===== config.mk =====
export PLATFORM = sky130hd
export DESIGN_NAME = mem_bus_arbiter
export DESIGN_NICKNAME = d
export VERILOG_FILES = /design/src/rtl/bus_pkg.sv /design/src/rtl/mem_bus_arbiter.sv
export SDC_FILE = /design/constraint.sdc
export NUM_CORES = 1
export LEC_CHECK = 0
export BUFFER_PORTS_ARGS = -buffer_cell sky130_fd_sc_hd__buf_4
export CORE_AREA = 2 2 103 105
export DETAILED_ROUTE_END_ITERATION = 16
export DIE_AREA = 0 0 105 107
export PLACE_DENSITY = 0.8
export SLEW_MARGIN = 10
export SYNTH_ARGS = -nofsm -noshare
export SYNTH_HDL_FRONTEND = slang
export SYNTH_SLANG_ARGS = --single-unit

===== constraint.sdc =====
create_clock -name clk -period 2.35 [get_ports clk]
set_input_delay 0.47 -clock clk [delete_from_list [all_inputs] [get_ports clk]]
set_output_delay 0.47 -clock clk [all_outputs]
set_load 0.1 [all_outputs]

===== src/rtl/bus_pkg.sv =====
// Shared types for the memory bus arbiter.
//   arb_state_t : arbiter FSM states
//   grant_src_t : which requester owns the bus
package bus_pkg;

   typedef enum logic [1:0] {
      IDLE  = 2'd0,
      INSTR = 2'd1,
      DATA  = 2'd2,
      DRAIN = 2'd3
   } arb_state_t;

   typedef enum logic {
      GRANT_INSTR = 1'b0,
      GRANT_DATA  = 1'b1
   } grant_src_t;

endpackage


===== src/rtl/mem_bus_arbiter.sv =====
// mem_bus_arbiter: shares one single-ported memory bus between the fetch
// port and the data port with round-robin arbitration. A granted request is
// held on the mem_* side until mem_rsp_i; the response is steered back to
// its owner. A fetch flushed while in flight is drained and its response
// discarded.
//
// Ports
//   clk, rst_n                 clock, async active-low reset
//   instr_flush_i              cancel pending / in-flight fetch
//   instr_req_i, instr_addr_i  fetch request (level) and address
//   instr_rsp_o, instr_data_o  fetch response pulse and data
//   data_mem_rd_i/_wr_i        data read / write request (level)
//   data_addr_i, data_write_i  data address and write data
//   data_mem_rsp_o, data_read_o data response pulse and read data
//   mem_rd_o, mem_wr_o         memory read / write request (level, registered)
//   mem_addr_o, mem_write_data_o memory address / write data (registered)
//   mem_rsp_i, mem_read_data_i memory response pulse and read data
//
// state | meaning
// ------+----------------------------------------------------------
// IDLE  | bus free; arbitrate between pending requests
// INSTR | fetch issued, waiting for memory response
// DATA  | data read/write issued, waiting for memory response
// DRAIN | flushed fetch in flight; response will be discarded
module mem_bus_arbiter
   import bus_pkg::*;
#(
   parameter int ADDR_WIDTH = 32,
   parameter int DATA_WIDTH = 32
) (
   input  logic                  clk,
   input  logic                  rst_n,
   input  logic                  instr_flush_i,
   input  logic                  instr_req_i,
   input  logic [ADDR_WIDTH-1:0] instr_addr_i,
   output logic                  instr_rsp_o,
   output logic [DATA_WIDTH-1:0] instr_data_o,
   input  logic                  data_mem_rd_i,
   input  logic                  data_mem_wr_i,
   input  logic [ADDR_WIDTH-1:0] data_addr_i,
   input  logic [DATA_WIDTH-1:0] data_write_i,
   output logic                  data_mem_rsp_o,
   output logic [DATA_WIDTH-1:0] data_read_o,
   output logic                  mem_rd_o,
   output logic                  mem_wr_o,
   output logic [ADDR_WIDTH-1:0] mem_addr_o,
   output logic [DATA_WIDTH-1:0] mem_write_data_o,
   input  logic                  mem_rsp_i,
   input  logic [DATA_WIDTH-1:0] mem_read_data_i
);

   arb_state_t state_q, state_d;
   grant_src_t last_grant_q;
   logic       data_pend;
   logic       instr_pend;
   logic       grant_data;
   logic       grant_instr;

   assign instr_data_o = mem_read_data_i;
   assign data_read_o  = mem_read_data_i;

   always_comb begin
      data_pend   = data_mem_rd_i | data_mem_wr_i;
      instr_pend  = instr_req_i & ~instr_flush_i;
      // On a tie the side that did not win last time gets the bus.
      grant_data  = data_pend & (~instr_pend | (last_grant_q == GRANT_INSTR));
      grant_instr = instr_pend & ~grant_data;

      state_d        = state_q;
      instr_rsp_o    = 1'b0;
      data_mem_rsp_o = 1'b0;

      case (state_q)
         IDLE: begin
            if (grant_data) begin
               state_d = DATA;
            end else if (grant_instr) begin
               state_d = INSTR;
            end
         end
         INSTR: begin
            if (mem_rsp_i) begin
               state_d     = IDLE;
               instr_rsp_o = ~instr_flush_i;
            end else if (instr_flush_i) begin
               state_d = DRAIN;
            end
         end
         DATA: begin
            if (mem_rsp_i) begin
               state_d        = IDLE;
               data_mem_rsp_o = 1'b1;
            end
         end
         DRAIN: begin
            if (mem_rsp_i) begin
               state_d = IDLE;
            end
         end
         default: state_d = IDLE;
      endcase
   end

   always_ff @(posedge clk or negedge rst_n) begin
      if (!rst_n) begin
         state_q          <= IDLE;
         last_grant_q     <= GRANT_INSTR;
         mem_rd_o         <= 1'b0;
         mem_wr_o         <= 1'b0;
         mem_addr_o       <= '0;
         mem_write_data_o <= '0;
      end else begin
         state_q <= state_d;
         if (state_q == IDLE) begin
            if (grant_data) begin
               // rd and wr together resolve to a write.
               mem_rd_o         <= data_mem_rd_i & ~data_mem_wr_i;
               mem_wr_o         <= data_mem_wr_i;
               mem_addr_o       <= data_addr_i;
               mem_write_data_o <= data_write_i;
               last_grant_q     <= GRANT_DATA;
            end else if (grant_instr) begin
               mem_rd_o         <= 1'b1;
               mem_wr_o         <= 1'b0;
               mem_addr_o       <= instr_addr_i;
               mem_write_data_o <= '0;
               last_grant_q     <= GRANT_INSTR;
            end
         end else if (mem_rsp_i) begin
            mem_rd_o         <= 1'b0;
            mem_wr_o         <= 1'b0;
            mem_addr_o       <= '0;
            mem_write_data_o <= '0;
         end
      end
   end

   a_data_rd_wr_exclusive : assert property (
      @(posedge clk) disable iff (!rst_n) !(data_mem_rd_i && data_mem_wr_i));

endmodule


Yosys cells after proc, flatten, opt, wreduce, memory -nomap -nowiden
Cells that the tools add are included.

Register bits after elaboration: 69. Output and inout bits: 132. Logic and storage cells: 55.

Equality and inequality tests: 6. Mux-type cells: 25. Bitwise operators: 11. Reductions and logical operators: 7.

Operator list (number): $mux W32 (7); $mux W1 (12); $mux W2 (5); $ne A3 B3 Y1 const B (2); $pmux W2 S3 (1); $not A1 Y1 (5); $and A1 B1 Y1 (4); $eq A2 B2 Y1 const B (2); $reduce_and A2 Y1 (2); $reduce_bool A2 Y1 (2); $reduce_and A3 Y1 (1); $eq A2 B1 Y1 const B (1); $logic_not A2 Y1 (1); $ne A2 B1 Y1 const B (1); $or A1 B1 Y1 (2); $reduce_or A2 Y1 (1).

Longest topological paths before layout
Word-level depth: 10. Depth in mapped cells: 5. Mapped depth without buffers: 3.

Least setup slack after synthesis
OpenSTA, ideal clock, no wires.

Path kind: in2out. Start point: input instr_flush_i. End point: output instr_rsp_o. Data arrival time: 2.568 ns. Slack: -0.688 ns. Stages: 1. Path buffers: 0. Path through: nor3_1.

Word-level cells in the longest chain between the ends: 3.

Ends and longest elaborated chain: start, declared (RTL line mem_bus_arbiter.sv:33) `input logic instr_flush_i,`; $not A1 Y1 (RTL line mem_bus_arbiter.sv:84) `instr_rsp_o = ~instr_flush_i;`; $mux W1 (RTL line mem_bus_arbiter.sv:82) `if (mem_rsp_i) begin`; $mux W1 (RTL line mem_bus_arbiter.sv:73) `case (state_q)`; end, declared (RTL line mem_bus_arbiter.sv:36) `output logic instr_rsp_o,`.

Every way passes these cells.

Worst setup path after layout
Start point: register state_q[0]. End point: output instr_rsp_o.

Word-level cells in the longest chain between the ends: 2.

Ends and longest elaborated chain: start, declared (RTL line mem_bus_arbiter.sv:52) `arb_state_t state_q, state_d;`; start signal, assigned (RTL line mem_bus_arbiter.sv:113) `state_q <= state_d;`; $eq A2 B1 Y1 (RTL line mem_bus_arbiter.sv:73); $mux W1 (RTL line mem_bus_arbiter.sv:73).

Every way passes these cells.

==> impl_metrics.csv <==
group,metric,value,unit
die,fp.dieW,105,um
timing,post-route-period-util,0.811,
route,wire_per_inst,19.6,um
route,ant_nets,0,
route,drt_iter0_markers,154,
logic_synthesis,async_flop_share,1.00,
min_path,hold_class,"primary input to async pin",
route,drt-total-wl,10200,um
layout,fin_area,0.00444,mm^2
layout,n_fill_cell,953,
logic_synthesis,synth_top_cell_area_share,0.525,
clock_network,cts-resized-gates,0,
clock_network,clk_latency,350,ps
worst_setup_path,path_max_fanout,7,
worst_setup_path,cp-end-kind,"output port",
logic_synthesis,ys_ff_latch,69,
timing,max_freq,525,MHz
placed_design,gp_congestion,0.753,
timing,drv_slew,0,
global_route,grt_max_degree,70,
die,ios,267,
placed_design,place_area,0.00424,mm^2
worst_setup_path,worstSetupPathType,"flop to output port",
logic_synthesis,synth_top_family_by_area,"compound AO/OA/AOI/OAI gates",
timing,setup_viol,0,
logic_synthesis,synth_compound_area_frac,0.211,
logic_synthesis,synth_xor_area_frac,0,
layout,antenna_cells,0,
run,max_cap_violations,0,
route,avgViaCountPerCell,5.13,
timing,setup_ws,444,ps
placed_design,port_buffers,170,
logic_synthesis,synthCells,275,
logic_synthesis,synth_common_cells,"buf_4 (70), dfrtp_1 (69), and3_1 (34)",
global_route,grt_usage,0.181,
global_route,grt_pass1_wl,15700,um
logic_synthesis,synth_cell_type_count,24,
outcome,status,"finished, final reports clean",
clock_network,cts_root_buffer,"clkbuf_8",
logic_synthesis,synth_edf_count,0,
die,core,0.0101,mm^2
worst_setup_path,start_kind,"flop",
worst_setup_path,cp.arrival,1440,ps
clock_network,numClockSinks,69,
logic_synthesis,syn_avg_cell_area,12.0,um^2
route,vias,2669,
timing,worst_slew_pin_slew,864,ps
global_route,grt_overflow,0,
die,dieHeight,107,um
layout,post-route-util,0.440,
global_route,grt_pass1_vias,2826,
logic_synthesis,yosys.area_share.simple,0.0829,
clock_network,ctsHtreeMaxLevel,3,
global_route,antenna_found_initial,0,
timing,grt_setup_unrepaired,"no",
clock_network,post_cts_buffers,0,
logic_synthesis,synth_most_common_cell,"buf_4",
worst_setup_path,crit_required,1880,ps
clock_network,clock_path_buffers,2,
placed_design,pre_cts_ws,382,ps
timing,relSlewSlack,0.424,
die,dieArea,0.0112,mm^2
layout,ff_latch_area,0.00173,mm^2
die,rows,37,
route,drc_errors,0,
layout,multiInputGateArea,998,um^2
layout,area_growth,35.0,%
timing,finalCriticalPeriod,1910,ps
logic_synthesis,syn_nets,410,
die,initial_core_util,0.326,
logic_synthesis,seq_area_frac_synth,0.525,
logic_synthesis,yosys-top-cells-area,"dfrtp_1 (52%), buf_4 (16%), a221o_1 (9.7%)",
timing,fin_tns_setup,0,ps
logic_synthesis,yosys.area_share.adder,0,
logic_synthesis,syn-cell-area,0.00329,mm^2
clock_network,cts_tree,"built",
logic_synthesis,muxShareOfSynthArea,0,
logic_synthesis,ys_dominant_reg_cell,"dfrtp_1",
layout,drive_gt1_frac,0.516,
clock_network,cts_buffers,9,
timing,finClkSkew,8.70,ps
timing,hold_viol,0,
route,drt_pass1_iterations,4,
clock_network,hold_buffers,0,
placed_design,place_hpwl,7640,um
logic_synthesis,yosysWarnings,0,
layout,nets,514,
clock_network,path_clk_slew,90,ps
logic_synthesis,synth_area_leader_cell,"dfrtp_1",
## critical path, stage by stage, from the launching register on
cell     delay [ps]
dfrtp_1         550
nand2_1         110
nor3_2          120
buf_4           320
## worst paths after layout
| path | startpoint | endpoint | slack (ps) | cells past startpoint |
|---|---|---|---|---|
| min in group clk | data_write_i[1] | mem_write_data_o[1] | 330 | 2 |
| max in group asynchronous | rst_n | mem_addr_o[1] | 1550 | 1 |
| setup reg to reg | state_q[1] | mem_addr_o[4] | 510 | 4 |
| setup / recovery | state_q[0] | instr_rsp_o | 440 | 3 |
| hold reg to reg | mem_write_data_o[1] | mem_write_data_o[1] | 510 | 1 |
| hold / removal | rst_n | mem_write_data_o[0] | 240 | 1 |
## metrics by stage
step           instances  hold WS, ps
6_report             520          241
5_1_grt              520          291
4_1_cts              520          260
3_5_place_dp         504          493
3_3_place_gp         504          484
2_1_floorplan        275          174
## state kept, by name, indices dropped and copies added (netlist names)
| name | flops |
|---|---|
| mem_addr_o | 32 |
| mem_rd_o | 1 |
| mem_wr_o | 1 |
| last_grant_q | 1 |
| state_q | 2 |
| mem_write_data_o | 32 |
## logic make-up (layout without fill, tap and decap cells)
group,Yosys count,after routing
AOI/OAI and AO/OA,76,76
buffers and inverters,87,196
and+or+nand+nor,43,43
DFF,69,69
## layout by cell type, fill, tap and decap left out
master,count
buf_4,177
or2_1,1
o21bai_1,2
o21bai_2,1
nor3_2,1
nand2_1,2
and3_1,33
nor4b_4,1
clkbuf_8,9
a21oi_1,1
nand3b_1,1
inv_1,3
nor2b_1,1
bufinv_16,1
and3_2,1
o41ai_4,1
o21ai_0,2
nor2_1,1
clkinv_4,3
inv_8,1
a32o_1,1
and3b_1,1
a221o_1,32
dfrtp_1,69
inv_6,1
o211ai_1,2
clkinvlp_4,1
o221ai_1,1
a21o_1,1
a22o_1,32
## metal layers
layer,part of all wire,vias up,global-route usage
li1,-,1174,-
met1,0.36,1298,0.192
met2,0.53,179,0.331
met3,0.082,18,0.0620
met4,0.027,0,0.0705
met5,0,-,0
## cell type report
class                   instances  area share
clock buffers                   9      0.0279
clock inverters                 7      0.0189
inverters                       3     0.00253
multi-input cells             119       0.225
flip-flops and latches         69       0.389
well taps                     136      0.0383
repair buffers                177       0.299
Power is not shown: default switching activity piles up to over one toggle a cycle in this logic, so the estimate is an artifact.
